$ cat config.mk
export PLATFORM = sky130hd
export DESIGN_NAME = rotary_value_flat
export DESIGN_NICKNAME = d
export VERILOG_FILES = /design/src/rtl/rotary_value_if.sv /design/src/rtl/rotary_value.sv /design/src/flat_wrapper.sv
export SDC_FILE = /design/constraint.sdc
export NUM_CORES = 1
export LEC_CHECK = 0
export ABC_AREA = 1
export ABC_CLOCK_PERIOD_IN_PS = 3800
export CAP_MARGIN = 40
export CORE_MARGIN = 2
export CORE_UTILIZATION = 55
export CTS_CLUSTER_DIAMETER = 80
export DETAILED_ROUTE_END_ITERATION = 8
export HOLD_SLACK_MARGIN = 0.1
export PLACE_DENSITY = 0.78
export SETUP_SLACK_MARGIN = 0.15
export SLEW_MARGIN = 25
export SYNTH_ARGS = -nofsm -noshare
export SYNTH_HDL_FRONTEND = slang
export SYNTH_SLANG_ARGS = --single-unit
$ cat constraint.sdc
create_clock -name clk -period 3.8 [get_ports clk]
set_input_delay 0.38 -clock clk [delete_from_list [all_inputs] [get_ports clk]]
set_output_delay 0.38 -clock clk [all_outputs]
set_load 0.005 [all_outputs]
$ cat src/rtl/rotary_value_if.sv
// Detent/button pulses in, bounded setting and status out.
// The master drives the pulses and the slave (rotary_value) owns the setting.
interface rotary_value_if #(
    parameter int WIDTH = 16
);
    logic             cw;
    logic             ccw;
    logic             keyEdge;
    logic             clear;
    logic [WIDTH-1:0] value;
    logic [1:0]       stepSel;
    logic             changed;
    logic             atLimit;

    modport master (
        output cw, ccw, keyEdge, clear,
        input  value, stepSel, changed, atLimit
    );

    modport slave (
        input  cw, ccw, keyEdge, clear,
        output value, stepSel, changed, atLimit
    );
endinterface

$ cat src/rtl/rotary_value.sv
// Bounded numeric setting driven by rotary detent pulses, with a selectable
// 1/10/100 step and a speed-based step multiplier for fast same-direction turning.
module rotary_value #(
    parameter int WIDTH     = 16,
    parameter int MIN_VAL   = 0,
    parameter int MAX_VAL   = 9999,
    parameter int WRAP      = 0,
    parameter int ACCEL_WIN = 2500000,
    parameter int ACCEL_MUL = 4
) (
    input  logic         clk,
    input  logic         rst,
    rotary_value_if.slave bus
);
    localparam int EW = WIDTH + 10;
    localparam int TW = $clog2(ACCEL_WIN + 1);

    localparam logic [EW-1:0]    MIN_E   = EW'(MIN_VAL);
    localparam logic [EW-1:0]    MAX_E   = EW'(MAX_VAL);
    localparam logic [EW-1:0]    RANGE_E = EW'(MAX_VAL - MIN_VAL + 1);
    localparam logic [EW-1:0]    MUL_E   = EW'(ACCEL_MUL);
    localparam logic [TW-1:0]    WIN_T   = TW'(ACCEL_WIN);
    localparam logic [WIDTH-1:0] MIN_W   = WIDTH'(MIN_VAL);
    localparam logic [WIDTH-1:0] MAX_W   = WIDTH'(MAX_VAL);

    typedef enum logic [1:0] {DIR_NONE, DIR_CW, DIR_CCW} dir_e;

    logic [WIDTH-1:0] value_q, value_d;
    logic [1:0]       step_sel_q, step_sel_d;
    logic [1:0]       streak_q, streak_d;
    logic [TW-1:0]    timer_q, timer_d;
    dir_e             dir_q, dir_d;
    logic             changed_q, changed_d;

    logic             detent;
    dir_e             dir_now;
    logic [1:0]       streak_det;
    logic [EW-1:0]    base_e, step_e, cur_e, up_e, next_e;
    logic [WIDTH-1:0] next_w;

    assign detent  = bus.cw ^ bus.ccw;
    assign dir_now = bus.cw ? DIR_CW : DIR_CCW;

    // Streak as it would stand after this detent; the step multiplier keys off it.
    always_comb begin
        streak_det = 2'd0;
        if (dir_q == dir_now && timer_q < WIN_T)
            streak_det = (streak_q == 2'd3) ? 2'd3 : streak_q + 2'd1;
    end

    always_comb begin
        case (step_sel_q)
            2'd0:    base_e = EW'(1);
            2'd1:    base_e = EW'(10);
            default: base_e = EW'(100);
        endcase
    end

    assign step_e = (streak_det == 2'd3) ? base_e * MUL_E : base_e;
    assign cur_e  = EW'(value_q);
    assign up_e   = cur_e + step_e;

    // Wide arithmetic: compare before subtracting so the down path never underflows.
    always_comb begin
        next_e = cur_e;
        if (bus.cw) begin
            if (up_e > MAX_E)
                next_e = (WRAP != 0) ? up_e - RANGE_E : MAX_E;
            else
                next_e = up_e;
        end else begin
            if (cur_e < MIN_E + step_e)
                next_e = (WRAP != 0) ? cur_e + RANGE_E - step_e : MIN_E;
            else
                next_e = cur_e - step_e;
        end
    end

    assign next_w = next_e[WIDTH-1:0];

    always_comb begin
        value_d    = value_q;
        step_sel_d = step_sel_q;
        streak_d   = streak_q;
        dir_d      = dir_q;
        timer_d    = (timer_q == WIN_T) ? timer_q : timer_q + TW'(1);
        changed_d  = 1'b0;

        if (bus.keyEdge)
            step_sel_d = (step_sel_q == 2'd2) ? 2'd0 : step_sel_q + 2'd1;

        if (bus.clear) begin
            value_d   = MIN_W;
            streak_d  = 2'd0;
            dir_d     = DIR_NONE;
            timer_d   = '0;
            changed_d = (value_q != MIN_W);
        end else if (detent) begin
            value_d   = next_w;
            streak_d  = streak_det;
            dir_d     = dir_now;
            timer_d   = '0;
            changed_d = (next_w != value_q);
        end
    end

    always_ff @(posedge clk or negedge rst) begin
        if (!rst) begin
            value_q    <= MIN_W;
            step_sel_q <= 2'd0;
            streak_q   <= 2'd0;
            timer_q    <= WIN_T;
            dir_q      <= DIR_NONE;
            changed_q  <= 1'b0;
        end else begin
            value_q    <= value_d;
            step_sel_q <= step_sel_d;
            streak_q   <= streak_d;
            timer_q    <= timer_d;
            dir_q      <= dir_d;
            changed_q  <= changed_d;
        end
    end

    assign bus.value   = value_q;
    assign bus.stepSel = step_sel_q;
    assign bus.changed = changed_q;
    assign bus.atLimit = (value_q == MIN_W) || (value_q == MAX_W);
endmodule
$ cat src/flat_wrapper.sv
// flat-port wrapper written by rule: the top's interface ports become plain ports
module rotary_value_flat 
#(
    parameter int WIDTH     = 16,
    parameter int MIN_VAL   = 0,
    parameter int MAX_VAL   = 9999,
    parameter int WRAP      = 0,
    parameter int ACCEL_WIN = 2500000,
    parameter int ACCEL_MUL = 4
)
  (clk, rst, bus_cw, bus_ccw, bus_keyEdge, bus_clear, bus_value, bus_stepSel, bus_changed, bus_atLimit);
  rotary_value_if #(.WIDTH(WIDTH)) bus_i ();
  input  logic clk;
  input  logic rst;
  input wire logic [$bits(bus_i.cw)-1:0] bus_cw;
  input wire logic [$bits(bus_i.ccw)-1:0] bus_ccw;
  input wire logic [$bits(bus_i.keyEdge)-1:0] bus_keyEdge;
  input wire logic [$bits(bus_i.clear)-1:0] bus_clear;
  output wire logic [$bits(bus_i.value)-1:0] bus_value;
  output wire logic [$bits(bus_i.stepSel)-1:0] bus_stepSel;
  output wire logic [$bits(bus_i.changed)-1:0] bus_changed;
  output wire logic [$bits(bus_i.atLimit)-1:0] bus_atLimit;
  assign bus_i.cw = bus_cw;
  assign bus_i.ccw = bus_ccw;
  assign bus_i.keyEdge = bus_keyEdge;
  assign bus_i.clear = bus_clear;
  assign bus_value = bus_i.value;
  assign bus_stepSel = bus_i.stepSel;
  assign bus_changed = bus_i.changed;
  assign bus_atLimit = bus_i.atLimit;
  rotary_value #(.WIDTH(WIDTH), .MIN_VAL(MIN_VAL), .MAX_VAL(MAX_VAL), .WRAP(WRAP), .ACCEL_WIN(ACCEL_WIN), .ACCEL_MUL(ACCEL_MUL)) u_core (.clk(clk), .rst(rst), .bus(bus_i));
endmodule
; After elaboration in Yosys (flattened, before gate mapping)
; Index checks and enable logic that the tools add are counted.
[totals]
ff_bits = 45
output_inout_bits = 20
word_cells = 50
[op_classes]
addsub = 5
magnitude_cmp = 3
eq_ne = 9
mux = 20
n_bitwise = 1
reduce_logical = 6
[op_table]
columns = op, n
row1 = 16-bit two-way mux, 5
row2 = 22-bit two-way mux, 3
row3 = 26-bit by 14-bit greater-than comparator with 1-bit output (second input constant), 1
row4 = 16-bit by 26-bit less-than comparator with 1-bit output, 1
row5 = 22-bit by 1-bit adder with 22-bit output (second input constant), 1
row6 = 22-bit == test (second input constant), 1
row7 = 22-bit less-than comparator (second input constant), 1
row8 = 16-bit by 9-bit adder with 17-bit output, 1
row9 = 16-bit by 14-bit == test with 1-bit output (second input constant), 1
row10 = 16-bit zero test, 1
row11 = 2-bit two-way mux, 8
row12 = 16-bit inequality test, 1
row13 = 16-bit nonzero test, 1
row14 = 16-bit subtractor, 1
row15 = 7-bit case mux with 2 select lines, 1
row16 = 9-bit two-way mux, 1
row17 = 2-bit == test (second input constant), 3
row18 = 2-bit by 1-bit adder with 2-bit output (second input constant), 2
row19 = 3-bit by 2-bit inequality test with 1-bit output (second input constant), 1
row20 = 2-bit by 1-bit == test with 1-bit output (second input constant), 1
row21 = 2-bit == test, 1
row22 = 2-bit zero test, 1
row23 = 1-bit two-way mux, 2
row24 = 2-bit nonzero test, 1
row25 = other kinds (3), 3

; Longest topological paths before layout
[depth]
ltp_word = 13
ltp_mapped = 37
depth_no_buf = 36

; Worst setup path before layout
; OpenSTA, ideal clock, no wires.
[synth_path]
path_kind = flip-flop to flip-flop
start = register u_core.timer_q[7]
end = register u_core.changed_q (netlist: u_core.bus.changed)
setup_ps = 117
arrival_time_ps = 3626
t_required_ps = 3683
path_slack_ps = 57
stages_incl_launch_ff = 33
path_buffers = 0
synth_period_minus_slack_ps = 3743
cell_sequence = dfstp_2 -> nand2_1 -> o21ai_0 -> inv_1 -> o21ai_0 -> nand2_1 -> a21oi_1 -> a211oi_1 -> nand2_1 -> inv_1 -> nor3_1 -> ha_1 -> inv_1 -> fa_1 -> nand3_1 -> nand2_1 -> nand2_1 -> o211ai_1 -> nand2_1 -> nand4_1 -> inv_1 -> nand2_2 -> nor2_2 -> or2_1 -> nand3_1 -> nand2_1 -> nand2_1 -> inv_1 -> nand2_1 -> nor2_1 -> nand2_1 -> nand2_1 -> nand2_1
[synth_between]
elab_chain_len = 12
elab_cells_between_ends = 15
cone_classes = 2 x add/sub / 3 x order compare / 2 x eq/ne / 7 x mux / 1 x reduce/logical
[synth_rtl]
columns = element, line_no
row1 = from (decl), rotary_value.sv:31  ; logic [TW-1:0] timer_q, timer_d;
row2 = from (signal assigned), rotary_value.sv:119  ; timer_q <= timer_d;
row3 = 22-bit less-than comparator (*), rotary_value.sv:47  ; if (dir_q == dir_now && timer_q < WIN_T)
row4 = 1-bit logical AND (*), rotary_value.sv:47
row5 = 2-bit two-way mux (*), rotary_value.sv:47
row6 = 2-bit == test (*), rotary_value.sv:59  ; assign step_e = (streak_det == 2'd3) ? base_e * MUL_E : base_e;
row7 = 9-bit two-way mux (*), rotary_value.sv:59
row8 = 16-bit by 9-bit adder with 17-bit output, rotary_value.sv:61  ; assign up_e = cur_e + step_e;
row9 = 26-bit by 14-bit greater-than comparator with 1-bit output, rotary_value.sv:67  ; if (up_e > MAX_E)
row10 = 16-bit two-way mux, rotary_value.sv:67
row11 = 16-bit two-way mux (*), rotary_value.sv:66  ; if (bus.cw) begin
row12 = 16-bit inequality test (*), rotary_value.sv:103  ; changed_d = (next_w != value_q);
row13 = 1-bit two-way mux (*), rotary_value.sv:98  ; end else if (detent) begin
row14 = 1-bit two-way mux (*), rotary_value.sv:92  ; if (bus.clear) begin
row15 = named net u_core.changed_d, rotary_value.sv:33  ; logic changed_q, changed_d;
row16 = to (signal assigned), rotary_value.sv:121  ; changed_q <= changed_d;
row17 = to (decl), rotary_value.sv:33
; Mark *: on every way through the listed nets, which the timed path passes. The rest lies on a longest branch.
; A chain may end at the register's enable or synchronous reset.

; Worst setup path in the final report
[layout_path]
start = register u_core.timer_q[15]
end = register u_core.changed_q (netlist: u_core.bus.changed)
; Same word-level chain as after synthesis.

==> impl_summary.log <==
[metrics] outcome: finished with violations
[metrics] violated checks: setup timing
[metrics] required time of the critical path: 4.01 ns
[metrics] Starting Density: 56.3%
[metrics] # port buffers: 25
[metrics] worst setup slack before clock tree synthesis: -0.698 ns
[metrics] total negative slack for setup checks: -2.50 ns
[metrics] Total Routed Length: 15.9 mm
[metrics] number of sinks on the clock net: 45
[metrics] type of the worst min-delay path: register to register
[metrics] ys async rst share: 100%
[metrics] overall overflow remaining after global route: 0
[metrics] boundary pin count: 26
[metrics] Maximum Capacitance Violations: 0
[metrics] Synth Register Bits: 45
[metrics] post-layout util: 83.9%
[metrics] leakage dissipation: 2.92 nW
[metrics] clock insertion delay at the later pin of the skew report: 0.31 ns
[metrics] Area growth syn-to-layout: 49.0%
[metrics] Psw: 2.69 mW
[metrics] setup slack on the worst flop-to-flop path: -0.49 ns
[metrics] cell with the most instances after synthesis: sky130_fd_sc_hd__nand2_1
[metrics] proportion of netlist area held by the largest area contributor: 22.8%
[metrics] Power Density: 882 mW/mm^2
[metrics] list of most frequent post-synthesis cells: sky130_fd_sc_hd__nand2_1 (151), sky130_fd_sc_hd__inv_1 (87), sky130_fd_sc_hd__nor2_1 (72)
[metrics] layout filler cell count: 420
[metrics] full die area: 0.00809 sq mm
[metrics] number of instances in the synthesized netlist: 628
[metrics] number of design rule violations left after detail routing: 0
[metrics] cell type contributing the most total cell area after synthesis: sky130_fd_sc_hd__dfrtp_1
[metrics] Layout Cell Area excl Fill: 0.00606 sq mm
[metrics] residual antenna-violating net count after detailed routing: 0
[metrics] CP max stage cell: sky130_fd_sc_hd__dfrtp_1
[metrics] ranking of synthesized cells by area: sky130_fd_sc_hd__dfrtp_1 (23%), sky130_fd_sc_hd__nand2_1 (14%), sky130_fd_sc_hd__inv_1 (8.0%)
[metrics] global-route wire length before repair: 22.5 mm
[metrics] share of synthesized area occupied by flip-flops and latches: 27.9%
[metrics] flip-flop cell with the highest count after synthesis: sky130_fd_sc_hd__dfrtp_1
[metrics] number of search-and-repair iterations in the first detailed-routing pass: 6
[metrics] Yosys warnings: 0
[metrics] ant diodes: 0
[metrics] portion of total power attributed to sequential cells: 14.3%
[metrics] multi-input logic area: 0.00312 sq mm
[metrics] delay of the slowest cell on the worst path: 0.44 ns
[metrics] Clock power frac: 6.2%
[metrics] CTS Root Cell: sky130_fd_sc_hd__clkbuf_8
[metrics] Internal Pwr Total: 2.65 mW
[metrics] cts bufs inserted: 5
[metrics] vias after detailed routing: 5299
[metrics] GRT Total Usage: 34.0%
[metrics] area taken by flip-flops and latches: 0.00114 sq mm
[metrics] fraction of power spent switching nets: 50.3%
[metrics] mean instance size in the synthesized netlist: 6.47 sq um
[metrics] maximum vdd drop: 0.422 mV
[metrics] weighted congestion reported at the end of routability-driven placement: 0.926
[metrics] placeable core area: 0.00721 sq mm
[metrics] critical path's most frequent cell: sky130_fd_sc_hd__nand2_1
[metrics] biggest fanout along the worst timing path: 5
[metrics] worst clock skew: 0.00643 ns
[metrics] Highest Clock Rate: 233 MHz
[metrics] max-slew violation count: 0
[metrics] final hold violation count: 0
[metrics] final count of negative-setup-slack endpoints: 16
[metrics] number of global-route vias before repair: 4948
[metrics] cell area after synthesis: 0.00407 sq mm
[metrics] dpl hpwl: 9.45 mm
[metrics] nature of the critical path startpoint: register
[metrics] worst slew margin relative to its limit: 61.0%
[metrics] ratio of routed vias to standard cells: 6.10
[metrics] Final WS setup: -0.492 ns
[metrics] clock tree from TritonCTS: done
[metrics] EDFF count, synth: 0
[metrics] Placed Instance Area: 0.00505 sq mm
[metrics] number of rows in the core area: 31
[metrics] Die Y: 90.0 um
[metrics] combinational fraction of design power: 79.5%
[metrics] fraction of final layout cells with drive strength greater than 1: 34.7%
[metrics] number of nets in the synthesized netlist: 656
[metrics] fin nets: 797
[metrics] category of the critical setup timing path: register to register
[metrics] Initial DRC Count: 672
[metrics] Tcrit/Tclk final: 113%
[metrics] capturing element type of the critical path: register
[metrics] total number of H-tree levels: 2
[metrics] antenna violations before repair: 0
[metrics] post-synth cell types: 46
[metrics] final period demand of the worst path: 4.29 ns
[metrics] RSZ-0062 raised after global routing: yes
[metrics] clock slew seen by the registers of the worst setup and hold paths: 0.09 ns
[metrics] data arrival time of the worst path: 4.50 ns
[metrics] post-detailed-route wirelength per cell: 18.3 um
[metrics] pin count of the biggest net entering global routing: 27
[metrics] maximum root-to-sink buffer count: 2
[metrics] floorplan die width: 90.0 um
[metrics] Worst-Margin Slew: 0.584 ns
==> power by group through the flow <==
| stage | clock network (mW) | registers, mW | logic [mW] |
|---|---|---|---|
| global route | 0.345 | 0.770 | 4.53 |
| CTS | 0.329 | 0.742 | 3.51 |
| finish | 0.333 | 0.764 | 4.25 |
| detailed placement | 0 | 0.732 | 3.14 |
| global placement | 0 | 0.729 | 3.08 |
| floorplan | 0 | 0.657 | 1.84 |
==> cell families (layout without fill, tap and decap cells) <==
family	count (synthesis)	in the layout	share of synthesized area, %
xor+xnor	13	13	2.99
simple gates	336	338	37.0
fa+ha+maj	22	22	7.14
flops	45	45	27.9
buf+inv	106	246	10.1
compound gates	106	106	14.8
==> placed cells by master, fill, tap and decap left out, drive strengths merged, types with 3 or more instances in the layout <==
master,instances
nor3,12
dfrtp,37
buf,119
nand2,167
nand3,61
o211ai,3
ha,20
o22ai,14
clkbuf,6
o21ai,32
nor4,6
dfstp,8
clkdlybuf4s50,24
nand4,11
inv,94
a211oi,4
a21oi,42
xor2,12
nor2,78
==> final cells by class <==
cell class | count | area share (%)
Clock inverter | 2 | 0.227
Inverter | 94 | 5.99
Multi-Input combinational cell | 479 | 51.5
Clock buffer | 6 | 1.36
Tap cell | 99 | 2.05
Sequential cell | 45 | 18.8
Timing Repair Buffer | 144 | 20.1
==> routing by layer <==
| metal | wire, um | track usage, % | vias up | part of all wire [%] |
|---|---|---|---|---|
| met4 | 1170 | 18.2 | 0 | 7.4 |
| met2 | 7620 | 60.0 | 389 | 48 |
| li1 | - | - | 2348 | - |
| met5 | 0 | 0 | - | 0 |
| met1 | 5570 | 39.9 | 2439 | 35 |
| met3 | 1510 | 5.20 | 123 | 9.5 |
==> worst max-delay path, delay by kind of cell, from the launching register on <==
family	cells	cell delay [ns]
AO/OA/AOI/OAI	4	0.52
AND/OR/NAND/NOR	27	2.57
adder cells (fa/ha/maj)	2	0.56
buffers and inverters	1	0.12
flip-flops	1	0.44
==> sequential cells by signal (all words and copies together), names as in the netlist <==
| register | cells |
|---|---|
| u_core.timer_q | 22 |
| u_core.bus.value | 16 |
| u_core.bus.stepSel | 2 |
| u_core.dir_q | 2 |
| u_core.streak_q | 2 |
| u_core.bus.changed | 1 |
==> final timing paths <==
check                                   start             endpoint  cells past startpoint
max                        u_core.timer_q[15]   u_core.bus.changed                     34
min                         u_core.timer_q[3]    u_core.timer_q[3]                      2
max reg2reg                u_core.timer_q[15]   u_core.bus.changed                     34
min reg2reg                 u_core.timer_q[3]    u_core.timer_q[3]                      2
max in group asynchronous                 rst    u_core.timer_q[5]                      3
min in group asynchronous                 rst  u_core.bus.value[1]                      2
==> stage by stage <==
step | cells | total power [mW] | hold WS, ns
floorplan | 628 | 2.50 | 0.0844
global placement | 826 | 3.80 | 0.532
detailed placement | 827 | 3.87 | 0.378
CTS | 854 | 4.58 | 0.570
global route | 869 | 5.65 | 0.589
finish | 869 | 5.34 | 0.562
==> what timing repair did <==
| action | 4_1_cts | 5_1_grt |
|---|---|---|
| hold endpoints to repair | 18 | 0 |
| gates resized for setup | 52 | 104 |
| setup endpoints to repair | 17 | 17 |
| buffers inserted | 17 | 14 |
| pin swaps | 20 | 44 |
| gates cloned | 1 | 1 |
| hold buffers | 1 | 0 |
Note: power is estimated with default switching activity, not from simulation.
